$ cat src/rtl/egm_multi_channel.sv
// Multi-channel EGM stimulus/response engine: staggered stimulus pulses on a shared
// period, per-channel response latency measurement and saturating miss counters.
module egm_multi_channel #(
    parameter int NUM_CH      = 4,
    parameter int CNT_W       = 16,
    parameter int MISS_W      = 8,
    parameter int SYNC_STAGES = 2
) (
    input  logic                     clkin_50,
    input  logic                     rst,
    input  logic                     enable,
    input  logic [CNT_W-1:0]         period,
    input  logic [CNT_W-1:0]         pulse_width,
    input  logic [CNT_W-1:0]         phase_step,
    input  logic [NUM_CH-1:0]        response,
    output logic [NUM_CH-1:0]        stimulus,
    output logic [NUM_CH*CNT_W-1:0]  latency,
    output logic [NUM_CH-1:0]        lat_valid,
    output logic [NUM_CH*MISS_W-1:0] miss_count,
    output logic [NUM_CH-1:0]        egm_leds,
    output logic                     busy
);

    localparam int OFF_W = CNT_W + 3;
    localparam logic [CNT_W-1:0] SYNC_LAG = CNT_W'(SYNC_STAGES - 1);

    typedef enum logic [1:0] {
        CH_IDLE  = 2'd0,
        CH_PULSE = 2'd1,
        CH_WAIT  = 2'd2
    } ch_state_e;

    logic             enable_q;
    logic [CNT_W-1:0] period_q, period_d;
    logic [CNT_W-1:0] pulse_q, pulse_d;
    logic [CNT_W-1:0] phase_q, phase_d;
    logic [CNT_W-1:0] period_cnt_q, period_cnt_d;
    logic             busy_q, busy_d;

    ch_state_e              state_q     [NUM_CH];
    ch_state_e              state_d     [NUM_CH];
    logic [CNT_W-1:0]       lat_cnt_q   [NUM_CH];
    logic [CNT_W-1:0]       lat_cnt_d   [NUM_CH];
    logic [CNT_W-1:0]       pulse_rem_q [NUM_CH];
    logic [CNT_W-1:0]       pulse_rem_d [NUM_CH];
    logic [CNT_W-1:0]       latency_q   [NUM_CH];
    logic [CNT_W-1:0]       latency_d   [NUM_CH];
    logic [MISS_W-1:0]      miss_q      [NUM_CH];
    logic [MISS_W-1:0]      miss_d      [NUM_CH];
    logic [SYNC_STAGES-1:0] sync_q      [NUM_CH];
    logic [SYNC_STAGES-1:0] sync_d      [NUM_CH];

    logic [NUM_CH-1:0] resp_prev_q, resp_prev_d;
    logic [NUM_CH-1:0] stim_q, stim_d;
    logic [NUM_CH-1:0] lat_valid_q, lat_valid_d;
    logic [NUM_CH-1:0] leds_q, leds_d;
    logic [NUM_CH-1:0] trig, hit, timeout, active;

    logic run_start, run_on;

    // Triggers start the cycle after the enable edge, once the latched config is in place.
    assign run_start = enable & ~enable_q;
    assign run_on    = enable & enable_q;

    always_comb begin : cfg_comb
        period_d = period_q;
        pulse_d  = pulse_q;
        phase_d  = phase_q;
        if (run_start) begin
            period_d = (period < CNT_W'(2)) ? CNT_W'(2) : period;
            pulse_d  = (pulse_width == '0) ? CNT_W'(1) : pulse_width;
            phase_d  = phase_step;
        end
    end

    always_comb begin : cnt_comb
        if (run_start || !enable) begin
            period_cnt_d = '0;
        end else if (period_cnt_q == period_q - CNT_W'(1)) begin
            period_cnt_d = '0;
        end else begin
            period_cnt_d = period_cnt_q + CNT_W'(1);
        end
    end

    // Edges whose lat_cnt is below the synchroniser lag predate the stimulus and are ignored.
    always_comb begin : event_comb
        trig    = '0;
        hit     = '0;
        timeout = '0;
        active  = '0;
        for (int ch = 0; ch < NUM_CH; ch++) begin
            trig[ch]    = run_on &&
                          (OFF_W'(period_cnt_q) == OFF_W'(ch) * OFF_W'(phase_q));
            hit[ch]     = sync_q[ch][SYNC_STAGES-1] && !resp_prev_q[ch] &&
                          (lat_cnt_q[ch] >= SYNC_LAG);
            timeout[ch] = (lat_cnt_q[ch] == period_q - CNT_W'(2));
            active[ch]  = (state_q[ch] != CH_IDLE);
        end
    end

    always_comb begin : ch_comb
        for (int ch = 0; ch < NUM_CH; ch++) begin
            state_d[ch]     = state_q[ch];
            lat_cnt_d[ch]   = lat_cnt_q[ch];
            pulse_rem_d[ch] = pulse_rem_q[ch];
            latency_d[ch]   = latency_q[ch];
            miss_d[ch]      = miss_q[ch];
            stim_d[ch]      = stim_q[ch];
            lat_valid_d[ch] = 1'b0;
            sync_d[ch]      = {sync_q[ch][SYNC_STAGES-2:0], response[ch]};
            resp_prev_d[ch] = sync_q[ch][SYNC_STAGES-1];
            case (state_q[ch])
                CH_IDLE: begin
                    if (trig[ch]) begin
                        state_d[ch]     = CH_PULSE;
                        stim_d[ch]      = 1'b1;
                        lat_cnt_d[ch]   = '0;
                        pulse_rem_d[ch] = pulse_q - CNT_W'(1);
                    end
                end
                CH_PULSE, CH_WAIT: begin
                    lat_cnt_d[ch] = (lat_cnt_q[ch] == '1) ? lat_cnt_q[ch]
                                                          : lat_cnt_q[ch] + CNT_W'(1);
                    if (hit[ch]) begin
                        latency_d[ch]   = lat_cnt_q[ch] - SYNC_LAG;
                        lat_valid_d[ch] = 1'b1;
                        stim_d[ch]      = 1'b0;
                        state_d[ch]     = CH_IDLE;
                    end else if (timeout[ch]) begin
                        if (miss_q[ch] != '1) begin
                            miss_d[ch] = miss_q[ch] + MISS_W'(1);
                        end
                        stim_d[ch]  = 1'b0;
                        state_d[ch] = CH_IDLE;
                    end else if (state_q[ch] == CH_PULSE) begin
                        if (pulse_rem_q[ch] == '0) begin
                            stim_d[ch]  = 1'b0;
                            state_d[ch] = CH_WAIT;
                        end else begin
                            pulse_rem_d[ch] = pulse_rem_q[ch] - CNT_W'(1);
                        end
                    end
                end
                default: begin
                    state_d[ch] = CH_IDLE;
                    stim_d[ch]  = 1'b0;
                end
            endcase
            if (run_start) begin
                latency_d[ch] = '0;
                miss_d[ch]    = '0;
            end
            leds_d[ch] = (state_d[ch] != CH_IDLE);
        end
    end

    assign busy_d = enable | (|active);

    always_ff @(posedge clkin_50 or posedge rst) begin
        if (rst) begin
            enable_q     <= 1'b0;
            period_q     <= '0;
            pulse_q      <= '0;
            phase_q      <= '0;
            period_cnt_q <= '0;
            busy_q       <= 1'b0;
            resp_prev_q  <= '0;
            stim_q       <= '0;
            lat_valid_q  <= '0;
            leds_q       <= '0;
            for (int ch = 0; ch < NUM_CH; ch++) begin
                state_q[ch]     <= CH_IDLE;
                lat_cnt_q[ch]   <= '0;
                pulse_rem_q[ch] <= '0;
                latency_q[ch]   <= '0;
                miss_q[ch]      <= '0;
                sync_q[ch]      <= '0;
            end
        end else begin
            enable_q     <= enable;
            period_q     <= period_d;
            pulse_q      <= pulse_d;
            phase_q      <= phase_d;
            period_cnt_q <= period_cnt_d;
            busy_q       <= busy_d;
            resp_prev_q  <= resp_prev_d;
            stim_q       <= stim_d;
            lat_valid_q  <= lat_valid_d;
            leds_q       <= leds_d;
            for (int ch = 0; ch < NUM_CH; ch++) begin
                state_q[ch]     <= state_d[ch];
                lat_cnt_q[ch]   <= lat_cnt_d[ch];
                pulse_rem_q[ch] <= pulse_rem_d[ch];
                latency_q[ch]   <= latency_d[ch];
                miss_q[ch]      <= miss_d[ch];
                sync_q[ch]      <= sync_d[ch];
            end
        end
    end

    assign stimulus  = stim_q;
    assign lat_valid = lat_valid_q;
    assign egm_leds  = leds_q;
    assign busy      = busy_q;

    for (genvar gi = 0; gi < NUM_CH; gi++) begin : g_out
        assign latency[gi*CNT_W +: CNT_W]     = latency_q[gi];
        assign miss_count[gi*MISS_W +: MISS_W] = miss_q[gi];
    end

endmodule

$ cat config.mk
export PLATFORM = sky130hd
export DESIGN_NAME = egm_multi_channel
export DESIGN_NICKNAME = d
export VERILOG_FILES = /design/src/rtl/egm_multi_channel.sv
export SDC_FILE = /design/constraint.sdc
export NUM_CORES = 1
export LEC_CHECK = 0
export CORE_MARGIN = 1
export CORE_UTILIZATION = 65
export DETAILED_ROUTE_END_ITERATION = 8
export HOLD_SLACK_MARGIN = 0.06
export PLACE_DENSITY_LB_ADDON = 0.12
export SYNTH_ARGS = -nofsm -noshare
export SYNTH_HDL_FRONTEND = slang
export SYNTH_SLANG_ARGS = --single-unit
$ cat constraint.sdc
create_clock -name clkin_50 -period 25 [get_ports clkin_50]
set_clock_uncertainty 0.15 [all_clocks]
set_input_delay 6.25 -clock clkin_50 [delete_from_list [all_inputs] [get_ports clkin_50]]
set_output_delay 6.25 -clock clkin_50 [all_outputs]
set_load 0.1 [all_outputs]
==> out/metrics.cfg <==
[run_status]
status = complete, no violations

[global_routing]
grt.busiest_layer = met2
use_met1_pct = 45.5
grt-ovfl-total = 0
grt_pass1_vias = 18300
grt_antenna_before_repair = 0
grt_pass1_wl_mm = 94.1
grtUsageMet2_pct = 56.2
grt.met3_usage_pct = 5.36
grtUsageTotal_pct = 35.0
grt_max_degree = 149

[yosys]
avgSynthCellArea_um2 = 8.56
ys_seq_elements = 322
synth_cell_types = 91
syn-cell-area_um2 = 21300
yosys.area.top_type_share_pct = 37.8
yosysTopAreaCell = dfrtp_1
yosys-top-cells-area = dfrtp_1 38%, nand2_1 5.6%, xnor2_1 5.5%
synth-edff-count = 0
synthCells = 2493
ys_warn_count = 0
syn_nets = 2607
synth-async-reset-ratio_pct = 100
seq_area_frac_synth_pct = 37.8
synth-main-ff-cell = dfrtp_1

[worst_setup_path]
cp-end-kind = flip-flop
crit_chain = clkdlybuf4s50_1 > nor4bb_1 > nand4_1 > nor4_1 > nand2_1 > a21oi_1 > nand4_1 > or3_1 > a21oi_1
crit_end = lat_cnt_q[21]$_DFFE_PP0P_
r2r_cells = 11
path_class = input pin to flip-flop
critPathMaxFanout = 10
critPathLaunch = enable
slowest_delay_ns = 1.09
reg2reg_to = miss_count[20]$_DFFE_PP0P_
rr_startpoint = period_q[1]$_DFFE_PP0P_
arrival_ns = 9.95
cpMaxStageDelayCell = nor4_1
crit_required_ns = 25.30
r2r_slack_ns = 19.84
start_kind = input pin

[floorplanning]
io_pins = 164
core_area_um2 = 32000
num_rows = 65
initial_core_util_pct = 66.8
die_h_um = 183
die_area_um2 = 33600
die_w_um = 183

[timing]
drv_slew = 0
setup_violations = 0
tns_ns = 0
min_period_ns = 9.66
hold_viol = 0
max_clock_freq_mhz = 104
rsz0062_at_grt = false
setup_slack_ns = 15.34
worst_pin_slew_ns = 1.29
relSlewSlack_pct = 13.2
min_period_over_period_pct = 38.6
holdWs_ns = 0.198

[flow_run]
drv_cap = 0

[power]
leakage_nw = 10.2
p_per_area_nw_per_um2 = 78.3
peakVddDrop_mv = 0.0705

[detailed_routing]
drt_iter0_drc = 1814
final_antenna_net_count = 0
wl_mm = 58.7
first_pass_iters = 6
drt_drc_violations_left = 0
wl_per_cell_um = 19.6
viasPerCell = 6.43
vias = 19200

[final_layout]
final_common_cell = dfrtp_1
nFillCells = 2345
drive_gt1_share_pct = 4.69
area_delta_synth_final_pct = 13.4
layout_common_cells = 322 x dfrtp_1, 318 x nand2_1, 280 x nor2_1
multi_input_area_um2 = 12300
antennaDiodeCount = 0
register_area_um2 = 8060
utilization_pct = 75.7
nNetsFinal = 2642

[cts]
cts_max_path_buffers = 3
clk_pin_slew_ns = 0.06
clock_sinks = 322
ctsResizeCount = 0
clk-insertion-delay-late_ns = 0.53
cts-root-buf = clkbuf_16
cts_tree = built
post_cts_buffers = 0
cts_htree_levels = 2
numCtsBuffers = 37
cts_hold_buf = 0

[placed_design]
place_congestion = 0.995
dp_hpwl_mm = 41.3
io_buffers = 163
dp_slack_ns = 14.98

[min_path]
holdCritPathClass = flip-flop to flip-flop

area by class of cell:
cell class	count	area share [%]
Multi-Input combinational cell	1918	50.9
Timing Repair Buffer	180	7.32
Sequential cell	322	33.3
Inverter	69	1.10
Clock buffer	57	4.69
Clock inverter	10	0.460
Tap cell	435	2.25
critical path, delay by kind of cell:
kind | cells | cell delay (ns)
simple gates | 6 | 2.58
compound gates | 2 | 0.49
buf+inv | 1 | 0.62
sequential cells by signal, summed over array words and instances, names as in the netlist, 8 cells and up:
signal,count
lat_cnt_q,64
latency,64
miss_count,32
period_cnt_q,16
period_q,16
phase_q,16
pulse_q,16
pulse_rem_q,64
state_q,8
power by group:
group / total [mW] / internal (mW) / switching (mW)
Combinational: 0.657 / 0.229 / 0.428
Sequential: 0.683 / 0.591 / 0.0916
Clock: 0.553 / 0.333 / 0.220
per-stage QoR:
step                total power, mW  std cells  area (um^2)
finish                         1.89       2991        24200
global route                   1.98       2991        24200
CTS                            1.89       2991        24200
detailed placement             1.33       2924        22900
global placement               1.31       2924        22900
floorplan                      1.16       2493        21300
cell usage after synthesis (all sizes together) (6+ instances only):
| cell | instances |
|---|---|
| and3 | 45 |
| o211ai | 14 |
| or3 | 40 |
| mux2i | 15 |
| clkbuf | 149 |
| nor4b | 6 |
| a221o | 9 |
| o22ai | 17 |
| buf | 35 |
| o31ai | 21 |
| ha | 58 |
| nand4b | 6 |
| nor2b | 13 |
| nand4 | 48 |
| nor3 | 78 |
| xnor3 | 29 |
| xnor2 | 134 |
| a2111oi | 6 |
| a21o | 15 |
| a21boi | 6 |
| and2 | 18 |
| or4 | 29 |
| inv | 68 |
| a31oi | 26 |
| a31o | 6 |
| o211a | 6 |
| nor2 | 281 |
| a311oi | 8 |
| a21oi | 129 |
| nand2b | 19 |
| nand3 | 76 |
| a41oi | 8 |
| and4 | 6 |
| xor2 | 102 |
| nor4 | 50 |
| nand2 | 318 |
| o21ai | 97 |
| dfrtp | 322 |
| or2 | 12 |
| a211oi | 77 |
| nor3b | 18 |
how the worst min path moves through the flow:
stage,start,end,slack [ns],depth (start not counted)
2_1_floorplan,sync_d[7]$_DFF_PP0_,resp_prev_d[0]$_DFF_PP0_,0.18,0
3_3_place_gp,sync_d[7]$_DFF_PP0_,resp_prev_d[0]$_DFF_PP0_,0.18,0
3_5_place_dp,sync_d[7]$_DFF_PP0_,resp_prev_d[0]$_DFF_PP0_,0.19,0
4_1_cts,sync_d[7]$_DFF_PP0_,resp_prev_d[0]$_DFF_PP0_,0.20,0
5_1_grt,sync_d[3]$_DFF_PP0_,resp_prev_d[2]$_DFF_PP0_,0.21,0
6_report,sync_d[3]$_DFF_PP0_,resp_prev_d[2]$_DFF_PP0_,0.20,0
kinds of logic after synthesis:
family,Yosys count,synth area share (%)
adder cells (fa/ha/maj),59,3.50
XOR/XNOR,267,13.0
AND/OR/NAND/NOR,1080,25.0
flip-flops,322,37.8
buffers and inverters,253,4.67
AO/OA/AOI/OAI,492,15.2
multiplexers,20,0.968
routing by layer:
metal / share of wire (%) / routed length [um]
met1: 40 / 23700
met2: 46 / 26900
met3: 7.9 / 4660
met4: 5.9 / 3460
met5: 0 / 0
No activity file was read; power rests on OpenSTA's default activity.
